**config.mk**
```make
export PLATFORM = sky130hd
export DESIGN_NAME = stopwatch_counter_chain_flat
export DESIGN_NICKNAME = d
export VERILOG_FILES = /design/src/rtl/stopwatch_counter_chain_if.sv /design/src/rtl/stopwatch_counter_chain.sv /design/src/flat_wrapper.sv
export SDC_FILE = /design/constraint.sdc
export NUM_CORES = 1
export LEC_CHECK = 0
export CORE_ASPECT_RATIO = 1.2
export CORE_MARGIN = 10
export CORE_UTILIZATION = 40
export CTS_CLUSTER_DIAMETER = 30
export DETAILED_ROUTE_END_ITERATION = 8
export GPL_ROUTABILITY_DRIVEN = 0
export MAX_ROUTING_LAYER = met4
export PLACE_DENSITY = 0.7
export SYNTH_ARGS = -nofsm -noshare
export SYNTH_HDL_FRONTEND = slang
export SYNTH_SLANG_ARGS = --single-unit
```
**constraint.sdc**
```tcl
create_clock -name clock -period 3.9 [get_ports clock]
set_clock_uncertainty 0.1 [all_clocks]
set_input_delay 0.78 -clock clock [delete_from_list [all_inputs] [get_ports clock]]
set_output_delay 0.78 -clock clock [all_outputs]
set_load 0.03 [all_outputs]
```
**src/rtl/stopwatch_counter_chain_if.sv**
```systemverilog
// Control and display bundle of the stopwatch MM:SS counter chain.
// The master drives the mode controls; the slave returns the BCD digits and the tick/event pulses.
interface stopwatch_counter_chain_if;
  logic       run;
  logic       adjust;
  logic       sel;
  logic       dir;
  logic       clear;
  logic [3:0] min1;
  logic [3:0] min0;
  logic [3:0] sec1;
  logic [3:0] sec0;
  logic       tick_1hz;
  logic       tick_2hz;
  logic       rollover;
  logic       expired;

  modport master (
    output run, adjust, sel, dir, clear,
    input  min1, min0, sec1, sec0, tick_1hz, tick_2hz, rollover, expired
  );

  modport slave (
    input  run, adjust, sel, dir, clear,
    output min1, min0, sec1, sec0, tick_1hz, tick_2hz, rollover, expired
  );
endinterface

```
**src/rtl/stopwatch_counter_chain.sv**
```systemverilog
// Single-clock MM:SS BCD counter chain with internal 1 Hz / 2 Hz tick enables,
// up/down counting, run/pause, per-field adjust, synchronous clear and event pulses.
module stopwatch_counter_chain #(
  parameter int CLK_DIV_1HZ  = 100000000,
  parameter int MIN_TENS_MOD = 6,
  parameter int SEC_TENS_MOD = 6,
  parameter bit STOP_AT_ZERO = 1'b1
) (
  input logic                      clock,
  input logic                      reset,
  stopwatch_counter_chain_if.slave bus
);

  localparam int              PW      = $clog2(CLK_DIV_1HZ);
  localparam logic [PW-1:0]   P_HALF  = PW'(CLK_DIV_1HZ / 2 - 1);
  localparam logic [PW-1:0]   P_LAST  = PW'(CLK_DIV_1HZ - 1);
  localparam logic [3:0]      MIN_TOP = 4'(MIN_TENS_MOD - 1);
  localparam logic [3:0]      SEC_TOP = 4'(SEC_TENS_MOD - 1);

  typedef struct packed {
    logic [3:0] min1;
    logic [3:0] min0;
    logic [3:0] sec1;
    logic [3:0] sec0;
  } mmss_t;

  // One digit stepped up or down inside 0..top; bit 4 flags the wrap (carry/borrow out).
  function automatic logic [4:0] step_digit(input logic [3:0] d, input logic [3:0] top,
                                            input logic down);
    if (down) return (d == 4'd0) ? {1'b1, top}  : {1'b0, d - 4'd1};
    else      return (d == top)  ? {1'b1, 4'd0} : {1'b0, d + 4'd1};
  endfunction

  logic [PW-1:0] p;
  logic          tick_1hz, tick_2hz, rollover, expired;
  mmss_t         cur, nxt, count_next, adjust_next;
  logic [4:0]    s0, s1, m0, m1;
  logic          full_wrap, roll_next, exp_next;

  always_comb begin
    // NOTE: every combinational output gets a default first so no path can infer a latch.
    nxt         = cur;
    count_next  = cur;
    adjust_next = cur;
    roll_next   = 1'b0;
    exp_next    = 1'b0;

    s0 = step_digit(cur.sec0, 4'd9,    bus.dir);
    s1 = step_digit(cur.sec1, SEC_TOP, bus.dir);
    m0 = step_digit(cur.min0, 4'd9,    bus.dir);
    m1 = step_digit(cur.min1, MIN_TOP, bus.dir);

    // Ripple carry/borrow across all four digits for count mode.
    count_next.sec0 = s0[3:0];
    if (s0[4])                 count_next.sec1 = s1[3:0];
    if (s0[4] & s1[4])         count_next.min0 = m0[3:0];
    if (s0[4] & s1[4] & m0[4]) count_next.min1 = m1[3:0];
    full_wrap = s0[4] & s1[4] & m0[4] & m1[4];

    // Adjust keeps the carry inside the selected field.
    if (bus.sel) begin
      adjust_next.min0 = m0[3:0];
      if (m0[4]) adjust_next.min1 = m1[3:0];
    end else begin
      adjust_next.sec0 = s0[3:0];
      if (s0[4]) adjust_next.sec1 = s1[3:0];
    end

    if (bus.clear) begin
      nxt = '0;
    end else if (bus.adjust) begin
      if (tick_2hz) nxt = adjust_next;
    end else if (bus.run && tick_1hz) begin
      if (!(bus.dir && (cur == '0) && STOP_AT_ZERO)) begin
        nxt       = count_next;
        roll_next = !bus.dir && full_wrap;
        exp_next  = bus.dir && (count_next == '0);
      end
    end
  end

  // NOTE: state registers use non-blocking assignments and reset asynchronously on posedge reset.
  always_ff @(posedge clock or posedge reset) begin
    if (reset) begin
      p        <= '0;
      tick_1hz <= 1'b0;
      tick_2hz <= 1'b0;
      cur      <= '0;
      rollover <= 1'b0;
      expired  <= 1'b0;
    end else begin
      cur      <= nxt;
      rollover <= roll_next;
      expired  <= exp_next;
      if (bus.clear) begin
        p        <= '0;
        tick_1hz <= 1'b0;
        tick_2hz <= 1'b0;
      end else begin
        p        <= (p == P_LAST) ? '0 : p + PW'(1);
        tick_1hz <= (p == P_LAST);
        tick_2hz <= (p == P_LAST) || (p == P_HALF);
      end
    end
  end

  assign bus.min1     = cur.min1;
  assign bus.min0     = cur.min0;
  assign bus.sec1     = cur.sec1;
  assign bus.sec0     = cur.sec0;
  assign bus.tick_1hz = tick_1hz;
  assign bus.tick_2hz = tick_2hz;
  assign bus.rollover = rollover;
  assign bus.expired  = expired;

endmodule

```
**src/flat_wrapper.sv**
```systemverilog
// flat-port wrapper written by rule: the top's interface ports become plain ports
module stopwatch_counter_chain_flat 
#(
  parameter int CLK_DIV_1HZ  = 100000000,
  parameter int MIN_TENS_MOD = 6,
  parameter int SEC_TENS_MOD = 6,
  parameter bit STOP_AT_ZERO = 1'b1
)
  (clock, reset, bus_run, bus_adjust, bus_sel, bus_dir, bus_clear, bus_min1, bus_min0, bus_sec1, bus_sec0, bus_tick_1hz, bus_tick_2hz, bus_rollover, bus_expired);
  stopwatch_counter_chain_if bus_i ();
  input logic clock;
  input logic reset;
  input wire logic [$bits(bus_i.run)-1:0] bus_run;
  input wire logic [$bits(bus_i.adjust)-1:0] bus_adjust;
  input wire logic [$bits(bus_i.sel)-1:0] bus_sel;
  input wire logic [$bits(bus_i.dir)-1:0] bus_dir;
  input wire logic [$bits(bus_i.clear)-1:0] bus_clear;
  output wire logic [$bits(bus_i.min1)-1:0] bus_min1;
  output wire logic [$bits(bus_i.min0)-1:0] bus_min0;
  output wire logic [$bits(bus_i.sec1)-1:0] bus_sec1;
  output wire logic [$bits(bus_i.sec0)-1:0] bus_sec0;
  output wire logic [$bits(bus_i.tick_1hz)-1:0] bus_tick_1hz;
  output wire logic [$bits(bus_i.tick_2hz)-1:0] bus_tick_2hz;
  output wire logic [$bits(bus_i.rollover)-1:0] bus_rollover;
  output wire logic [$bits(bus_i.expired)-1:0] bus_expired;
  assign bus_i.run = bus_run;
  assign bus_i.adjust = bus_adjust;
  assign bus_i.sel = bus_sel;
  assign bus_i.dir = bus_dir;
  assign bus_i.clear = bus_clear;
  assign bus_min1 = bus_i.min1;
  assign bus_min0 = bus_i.min0;
  assign bus_sec1 = bus_i.sec1;
  assign bus_sec0 = bus_i.sec0;
  assign bus_tick_1hz = bus_i.tick_1hz;
  assign bus_tick_2hz = bus_i.tick_2hz;
  assign bus_rollover = bus_i.rollover;
  assign bus_expired = bus_i.expired;
  stopwatch_counter_chain #(.CLK_DIV_1HZ(CLK_DIV_1HZ), .MIN_TENS_MOD(MIN_TENS_MOD), .SEC_TENS_MOD(SEC_TENS_MOD), .STOP_AT_ZERO(STOP_AT_ZERO)) u_core (.clock(clock), .reset(reset), .bus(bus_i));
endmodule
```
Word-level counts from Yosys, hierarchy flattened
Index checks and enable logic that the tools add are counted.

cells by class
  $add $sub $neg = 9
  equal/unequal tests = 11
  multiplexer cells = 35
  reduce and logical (&&, ||, !) cells = 16
  bitwise operators = 3

operators by type and width
  operator                                               number
  2-to-1 mux 16 bit                                      5
  2-to-1 mux 5 bit                                       12
  2-to-1 mux 27 bit                                      2
  logical NOT 16 bit                                     2
  adder 27 x 1 -> 27 bit, second input constant          1
  equality test 27 x 26 -> 1 bit, second input constant  1
  equality test 27 bit, second input constant            1
  adder 4 x 1 -> 4 bit, second input constant            4
  logical NOT 4 bit                                      4
  2-to-1 mux 4 bit                                       4
  2-to-1 mux 8 bit                                       2
  subtractor 4 x 1 -> 4 bit, second input constant       4
  2-to-1 mux 1 bit                                       10
  != test 3 x 1 -> 1 bit, second input constant          3
  equality test 4 x 3 -> 1 bit, second input constant    2
  equality test 4 bit, second input constant             2
  AND reduction 4 bit                                    2
  AND reduction 5 bit                                    1
  logical AND 1 bit                                      4
  AND 1 bit                                              3
  != test 3 x 2 -> 1 bit, second input constant          1
  != test 3 bit, second input constant                   1
  nonzero test 3 bit                                     1
  logical NOT 1 bit                                      1
  logical OR 1 bit                                       1

word-level totals
  output and inout bits = 20
  logic and storage cells = 83
  bits in registers = 47

Longest topological paths before layout
  word-level depth = 12
  depth in mapped cells = 9
  depth with buffers taken out = 6

Worst setup path after synthesis
Ideal clock, no wire load.

  path kind = input port to flip-flop
  from = input bus_dir
  to = register u_core.cur, in the netlist u_core.bus.min0[0]
  arrival time = 2.231 ns
  cell stages on the path = 5
  slack = 1.444 ns
  buffers on the path = 0
  cells stage by stage = or3b_1 > a211o_1 > o31ai_4 > o21ai_4 > mux2_4

on the way
  cells in the longest elaborated chain, start to end = 7

RTL lines
  element               line                           source
  start, declared       flat_wrapper.sv:16             input wire logic [$bits(bus_i.dir)-1:0] bus_dir;
  2-to-1 mux 5 bit      stopwatch_counter_chain.sv:30  if (down) return (d == 4'd0) ? {1'b1, top} : {1'b0, d - 4'd1};
  AND 1 bit             stopwatch_counter_chain.sv:56  if (s0[4] & s1[4]) count_next.min0 = m0[3:0];
  2-to-1 mux 4 bit      stopwatch_counter_chain.sv:56
  2-to-1 mux 16 bit     stopwatch_counter_chain.sv:74  if (!(bus.dir && (cur == '0) && STOP_AT_ZERO)) begin
  2-to-1 mux 16 bit     stopwatch_counter_chain.sv:73  end else if (bus.run && tick_1hz) begin
  2-to-1 mux 16 bit     stopwatch_counter_chain.sv:71  end else if (bus.adjust) begin
  2-to-1 mux 16 bit     stopwatch_counter_chain.sv:69  if (bus.clear) begin
  end signal, assigned  stopwatch_counter_chain.sv:92  cur <= nxt;
  end, declared         stopwatch_counter_chain.sv:36  mmss_t cur, nxt, count_next, adjust_next;

Parallel ways exist; a longest one is shown, timed or not. The select of a mux whose other input is x is not followed.
A chain may end at the register's enable or synchronous reset.

Worst setup path in the final report
Ends and elaborated chain as after synthesis.

==> out/qor.csv <==
metric;value;unit
number of inserted diodes;0;
number of global-route vias before repair;2679;
row cnt;35;
Total Neg Setup Slack;0;ns
wire length per cell;15.93;µm
Post-Place Setup Slack;0.6278;ns
hold_buf cts;0;
drt drc;0;
Final Hold Fails;0;
Initial Util;41.70;%
most common library cell in the layout ignoring fill and taps;nor2_1;
Max H-tree Level;2;
total track usage;12.92;%
Post-synth EDFFs;0;
required time worst endpoint;3.99;ns
routed vias;2776;
Critical Path Source Type;input port;
min Tclk post-route;2.981;ns
largest net degree at the start of global routing;48;
Power Dens Cells;279.4;nW/µm²
I/O Pins;27;
min-delay worst type;reg2reg;
crit path max fanout;18;
critical path data arrival time;3.07;ns
Clk Latency, worst-skew pair;0.30;ns
Final #Nets;399;
Core Box Area;7795;µm²
final wirelength;7.709;mm
syn_area_per_cell;8.554;µm²
status;finished clean;
CTS clk-pin slew, worst paths;0.08;ns
Area Overhead vs Synth;12.89;%
grt ovf;0;
f_max;335.5;MHz
Clock Sinks;47;
Final ANT Viol Nets;0;
worst setup path category;in2reg;
Die Ht;118.8;µm
#FFs+latches synth;47;
post-synthesis cell type count;70;
actual slew at the worst max-slew pin;0.9653;ns
R2R setup slack;1.30;ns
R2R depth;5;
Detailed Place HPWL;5.533;mm
drt via density;5.736;
CTS tree;yes;
PnR worst setup slack;0.9189;ns
port bufs;26;
asr flop ratio synth;100.0;%
Setup Viol. Count Final;0;
unrepaired setup endpoints after global routing;no;
Mapped Area;3251;µm²
Synth Instances;380;
deepest clock path buffer count;2;
syn_nets;388;
Root Driver;clkbuf_8;
worst vdd ir;222.0;µV
Post-synth top flop;dfrtp_1;
hold path cells;1;
register area share after synthesis;36.18;%
die width;102.3;µm
Rel. slew slack;35.55;%
fin. max-slew vios;0;
Pre-Repair DR Iteration Count;4;
Max Cap Viol;0;
layout cells sized above 1;7.143;%
most frequent cells in the layout;nor2_1 (51), dfrtp_1 (47), clkdlybuf4s50_1 (26);
Starting DRT DRC Count;126;
global-route wire length before repair;12.74;mm
Setup crit end kind;flip-flop;
Inserted Clock Buffers;5;
post-cts sizing count;0;
Syn. warnings;0;
Post CTS Setup Buffer Count;0;
initial antenna violation count;0;
Final period util;76.44;%
Lkg Pwr;0.001469;µW
Die Area;12150;µm²
[worst paths after layout]
path | start | endpoint
max | bus_dir | u_core.bus.min0[0]
min | u_core.p[0] | u_core.p[0]
max reg2reg | u_core.bus.min0[0] | u_core.bus.min0[0]
min reg2reg | u_core.p[0] | u_core.p[0]
max in group asynchronous | reset | u_core.p[12]
min in group asynchronous | reset | u_core.bus.min1[3]
[synth_stat cells (all sizes together) (3+ instances only)]
cell type | instances | share of area (%)
nor3 | 14 | 2.2
nand2b | 6 | 1.2
o21ai | 10 | 1.9
inv | 16 | 1.8
nand3 | 14 | 2.2
nand4b | 3 | 0.81
nand3b | 5 | 1.2
a21oi | 13 | 2.1
mux2 | 3 | 1.2
nor2b | 11 | 2.1
a21o | 3 | 0.69
nand4 | 11 | 2.1
clkbuf | 18 | 2.1
buf | 9 | 1.3
nand2 | 19 | 2.2
and2 | 11 | 2.1
and3 | 8 | 1.5
a221oi | 3 | 0.81
nor4 | 5 | 0.96
xor2 | 16 | 4.3
or3b | 4 | 1.1
a211oi | 8 | 1.8
mux2i | 4 | 1.2
nor2 | 51 | 5.9
nor4b | 3 | 1.3
a31oi | 3 | 0.58
a211o | 3 | 0.81
xnor2 | 15 | 4.0
dfrtp | 47 | 36
[state kept, by name, indices dropped and copies added, names as in the netlist]
name,count
u_core.p,27
u_core.bus.expired,1
u_core.bus.rollover,1
u_core.bus.min1,4
u_core.bus.sec0,4
u_core.bus.tick_2hz,1
u_core.bus.sec1,4
u_core.bus.tick_1hz,1
u_core.bus.min0,4
[area by class of cell]
cell class / count / area [µm²]
clock buffer: 6 / 82.58
timing repair buffer: 31 / 297.8
sequential: 47 / 1176
fill: 763 / 4125
clock inverter: 2 / 35.03
inverter: 17 / 63.81
tap: 92 / 115.1
multi-input combinational: 289 / 1899
[kinds of logic after synthesis]
logic type      after synthesis  share of synthesized area [%]
mux                           7                          2.386
fa+ha+maj                     1                         0.3848
flops                        47                          36.18
simple gates                177                          29.87
compound gates               73                          17.44
xor+xnor                     31                          8.353
buf+inv                      44                          5.389
[routing by layer]
layer  track usage [%]  up-vias  wire length [µm]
met2             21.09       74              3730
met5                 -        -                 0
met3             2.681       17               482
li1                  -     1377                 -
met1             14.84     1308              3308
met4             5.477        0               188
[stage by stage]
step                      std cells  hold WS [ns]  util (%)  total power, µW  cell area (µm²)
after floorplan                 380        0.3547         -            622.4             3251
after global placement          476        0.3750     45.57            663.2             3552
after detailed placement        476        0.3806     45.57            666.0             3552
after CTS                       484        0.3930     47.08             1041             3670
after global routing            484        0.4265     47.08             1075             3670
final                           484        0.3887     47.08             1025             3670
[power breakdown]
part	internal (µW)	switching, µW
clock network	207	162
logic	60.1	84.8
registers	494	17.3
[critical path, stage by stage]
cell and delay, ns:
clkdlybuf4s50_1 0.51, buf_4 0.23, or3b_1 0.41, a211o_1 0.34
o31ai_4 0.32, o21ai_4 0.15, mux2_4 0.32
Note: power is estimated with default switching activity, not from simulation.
